<file path="src/rtl/contador_residuos_multicanal.sv">
// N-channel debounced press counter with wrap/saturate count, per-channel clear and full flag.
// Optional aggregate press counter enabled by defining CONTADOR_TOTAL_EN.

module contador_residuos_canal #(
    parameter int LARGURA         = 3,
    parameter int LIMITE          = 7,
    parameter int DEBOUNCE_CICLOS = 4,
    parameter int MODO            = 0
) (
    input  logic               clk,
    input  logic               reset,
    input  logic               botao,
    input  logic               limpar,
    output logic [LARGURA-1:0] contagem,
    output logic               pulso
);
    localparam int SW = $clog2(DEBOUNCE_CICLOS);

    logic          sync1, sync2, db, db_d;
    logic [SW-1:0] estab;
    logic          press;

    // db_d delays the debounced level so the rising edge lands one cycle after db flips
    assign press = db & ~db_d;

    always_ff @(posedge clk or negedge reset) begin
        if (!reset) begin
            sync1    <= 1'b0;
            sync2    <= 1'b0;
            db       <= 1'b0;
            db_d     <= 1'b0;
            estab    <= '0;
            pulso    <= 1'b0;
            contagem <= '0;
        end else begin
            sync1 <= botao;
            sync2 <= sync1;
            db_d  <= db;
            pulso <= press;
            if (sync2 == db) begin
                estab <= '0;
            end else if (estab == SW'(DEBOUNCE_CICLOS - 1)) begin
                db    <= ~db;
                estab <= '0;
            end else begin
                estab <= estab + 1'b1;
            end
            // clear has priority over a press on the same edge; pulso still fires
            if (limpar) begin
                contagem <= '0;
            end else if (press) begin
                if (contagem < LARGURA'(LIMITE))
                    contagem <= contagem + 1'b1;
                else if (MODO == 0)
                    contagem <= '0;
            end
        end
    end
endmodule

module contador_residuos_multicanal #(
    parameter int N_CANAIS        = 4,
    parameter int LARGURA         = 3,
    parameter int LIMITE          = 7,
    parameter int DEBOUNCE_CICLOS = 4,
`ifdef CONTADOR_TOTAL_EN
    parameter int LARGURA_TOTAL   = 8,
`endif
    parameter int MODO            = 0
) (
    input  logic                        clk,
    input  logic                        reset,
    input  logic [N_CANAIS-1:0]         botao,
    input  logic [N_CANAIS-1:0]         limpar,
`ifdef CONTADOR_TOTAL_EN
    input  logic                        limpar_total,
    output logic [LARGURA_TOTAL-1:0]    total,
`endif
    output logic [N_CANAIS*LARGURA-1:0] contagem,
    output logic [N_CANAIS-1:0]         cheio,
    output logic [N_CANAIS-1:0]         pulso
);
    for (genvar i = 0; i < N_CANAIS; i++) begin : g_canal
        contador_residuos_canal #(
            .LARGURA        (LARGURA),
            .LIMITE         (LIMITE),
            .DEBOUNCE_CICLOS(DEBOUNCE_CICLOS),
            .MODO           (MODO)
        ) u_canal (
            .clk     (clk),
            .reset   (reset),
            .botao   (botao[i]),
            .limpar  (limpar[i]),
            .contagem(contagem[i*LARGURA +: LARGURA]),
            .pulso   (pulso[i])
        );
        assign cheio[i] = (contagem[i*LARGURA +: LARGURA] == LARGURA'(LIMITE));
    end

`ifdef CONTADOR_TOTAL_EN
    logic [LARGURA_TOTAL-1:0] soma;

    always_comb begin
        soma = '0;
        for (int i = 0; i < N_CANAIS; i++)
            soma = soma + LARGURA_TOTAL'(pulso[i]);
    end

    // accumulates the registered strobes, so it trails pulso by one edge; wraps naturally
    always_ff @(posedge clk or negedge reset) begin
        if (!reset)
            total <= '0;
        else if (limpar_total)
            total <= '0;
        else
            total <= total + soma;
    end
`endif
endmodule

</file>
<file path="config.mk">
export PLATFORM = sky130hd
export DESIGN_NAME = contador_residuos_multicanal
export DESIGN_NICKNAME = d
export VERILOG_FILES = /design/src/rtl/contador_residuos_multicanal.sv
export SDC_FILE = /design/constraint.sdc
export NUM_CORES = 1
export LEC_CHECK = 0
export CELL_PAD_IN_SITES_DETAIL_PLACEMENT = 0
export CELL_PAD_IN_SITES_GLOBAL_PLACEMENT = 1
export CORE_MARGIN = 2
export CORE_UTILIZATION = 40
export CTS_CLUSTER_DIAMETER = 60
export DETAILED_ROUTE_END_ITERATION = 6
export PLACE_DENSITY_LB_ADDON = 0.1
export SKIP_CTS_REPAIR_TIMING = 1
export SYNTH_ARGS = -nofsm -noshare
export SYNTH_HDL_FRONTEND = slang
export SYNTH_SLANG_ARGS = --single-unit
</file>
<file path="constraint.sdc">
create_clock -name clk -period 1.45 [get_ports clk]
set_input_delay 0.29 -clock clk [delete_from_list [all_inputs] [get_ports clk]]
set_output_delay 0.29 -clock clk [all_outputs]
set_load 0.01 [all_outputs]
</file>
==> run summary <==
I/O pin count - 30
Initial Util - 41.92%
Hold Vio Cnt, Final - 0
DR DRC count - 0
Fin nets - 181
Die height - 66.41 µm
Dpl hpwl - 1.557 mm
DR pass1 iterations - 4
Failing checks - setup timing
Post-route minimum period - 1491 ps
Pwr Density - 1683 mW/mm²
Max IR drop VDD - 0.0009257 V
Wirelength, routed - 2.253 mm
Global-route wire length before repair - 3.919 mm
RSZ-0062 raised after global routing - true
YS warnings - 0
Die X-Extent - 66.41 µm
Share of layout cells above drive strength 1 - 23.13%
CTS Root Cell - clkbuf_8
Most frequent cells in the layout - dfrtp_1, dlymetal6s2s_1, buf_4
Synth Cell Area - 0.001558 mm²
Maxcap violations - 0
Endpoints failing setup - 2
Top cell type's share of synthesized area - 64.26%
Worst slew pin tran - 485.8 ps
Worst reg2reg endpoint - g_canal[0].u_canal.contagem[2]$_DFFE_PN0P_
Hold WS - 48.80 ps
H-tree levels - 2
Via density - 4.567
Antenna Cells - 0
Synth unique cells - 21
#FFs+latches synth - 40
Commonest non-fill, non-tap cell in the layout - dfrtp_1
Max Freq - 670.9 MHz
Site Rows - 22
Average size of a mapped cell - 13.55 µm²
DRT iter0 DRCs - 41
Port bufs - 29
Worst R2R Path Depth - 5
Clk_skew - 5.682 ps
Detail Route Antenna Nets - 0
Initial antenna violation count - 0
Leak - 1.233 nW
Clock Pin Slew Worst Setup and Hold Paths - 70 ps
Die Area - 0.004410 mm²
CP Max Fanout - 2
Worst r2r src - g_canal[0].u_canal.contagem[0]$_DFFE_PN0P_
Post-DR wirelength/cell - 10.83 µm
CORE AREA - 0.003716 mm²
Clock latency on the worst-skew pair - 280 ps
Post-Synthesis Net Count - 137
Crit path capture type - primary output
Critical Path RT - 1160 ps
Total CTS buffers - 5
R2R setup slack - 280 ps
Status - complete, but fails checks
Worst Setup Start Kind - flip-flop
Register area share after synthesis - 64.26%
PnR worst setup slack - -40.51 ps
Synth Instances - 115
Slew Viols, Final - 0
Area leader, netlist - dfrtp_1
Vias - 950
CTS max path bufs - 2
Vias in the first global route - 937
Synthesis-to-finish area growth - 35.74%
Final worst-path cycle share - 102.8%
Fin area - 0.002115 mm²
Critical path type - reg -> out
TritonCTS Sinks - 40
GRT overflow - 0
Final GP Congestion - 0.7832
Hold Crit Class - in -> async
Slew headroom - 67.61%
CTS tree - done
Data arrival time of the worst path - 1200 ps
Largest net degree at the start of global routing - 41
Area contributors post-synth - dfrtp_1, ha_1, xnor2_1, nand3_1, mux2_1
Total GRT Usage - 12.41%
Instance area at placement - 0.001937 mm²
[critical path, stage by stage (launching register included)]
cell and delay (ps):
dfrtp_1 390, buf_6 120, ha_4 150, ha_4 150, buf_6 110
[flip-flops by register name, indices dropped and copies added (netlist names)]
name,flops
g_canal.u_canal.contagem,12
g_canal.u_canal.db,4
g_canal.u_canal.sync1,4
g_canal.u_canal.pulso,4
g_canal.u_canal.db_d,4
g_canal.u_canal.estab,8
g_canal.u_canal.sync2,4
[synthesized netlist by cell type (all sizes together)]
library cell	count
dfrtp	40
mux2i	1
nand2b	4
nor2b	4
xor2	1
xnor2	7
nand2	6
ha	12
buf	5
mux2	4
nor3b	1
and2	1
nor2	5
a21oi	7
nor3	3
inv	3
nand3	11
[cell type report]
type	count	area, µm²
multi-input cells	67	536.8
repair buffers	42	412.9
clock inverters	2	10.01
clock buffers	6	82.58
inverters	3	11.26
well taps	48	60.06
flip-flops and latches	40	1001
fillers	320	1602
[layer usage]
| layer | global-route usage, % | up-vias | wire length (µm) |
|---|---|---|---|
| met2 | 18.50 | 19 | 1074 |
| met5 | 0 | - | 0 |
| li1 | - | 471 | - |
| met4 | 6.122 | 0 | 27 |
| met1 | 14.83 | 456 | 1018 |
| met3 | 6.133 | 4 | 133 |
[where the power goes]
| group | switching [mW] | total (mW) | internal (mW) |
|---|---|---|---|
| Sequential | 0.186 | 1.65 | 1.46 |
| Combinational | 0.509 | 1.19 | 0.677 |
| Clock | 0.347 | 0.726 | 0.379 |
| Total | 1.04 | 3.56 | 2.52 |
[logic make-up after synthesis]
kind of cell / synth area share (%)
compound gates: 2.490
xor+xnor: 4.498
fa+ha+maj: 9.638
mux: 3.534
simple gates: 12.21
buf+inv: 3.373
flops: 64.26
[worst max path at each step]
stage	from	endpoint	slack, ps	depth (start not counted)
6_report	g_canal[0].u_canal.contagem[0]$_DFFE_PN0P_	cheio[0]	-40	4
5_1_grt	g_canal[0].u_canal.contagem[0]$_DFFE_PN0P_	cheio[0]	-90	4
4_1_cts	g_canal[3].u_canal.contagem[0]$_DFFE_PN0P_	cheio[3]	-390	3
3_5_place_dp	g_canal[3].u_canal.contagem[0]$_DFFE_PN0P_	cheio[3]	-60	3
3_3_place_gp	g_canal[2].u_canal.contagem[0]$_DFFE_PN0P_	cheio[2]	-40	3
2_1_floorplan	g_canal[0].u_canal.contagem[0]$_DFFE_PN0P_	g_canal[0].u_canal.contagem[2]$_DFFE_PN0P_	310	4
[per-stage QoR]
stage	cells	setup slack, ps	total power [mW]	utilization, %	setup TNS [ps]
final	208	-40.51	3.559	56.90	-43.54
after global routing	208	-87.41	3.872	56.90	-230.8
after CTS	205	-387.8	3.604	54.61	-2950
after detailed placement	197	-63.29	2.857	52.12	-200.5
after global placement	197	-41.06	2.816	52.12	-136.0
after floorplan	115	309.7	2.396	-	0
(Power assumes the default switching activity.)
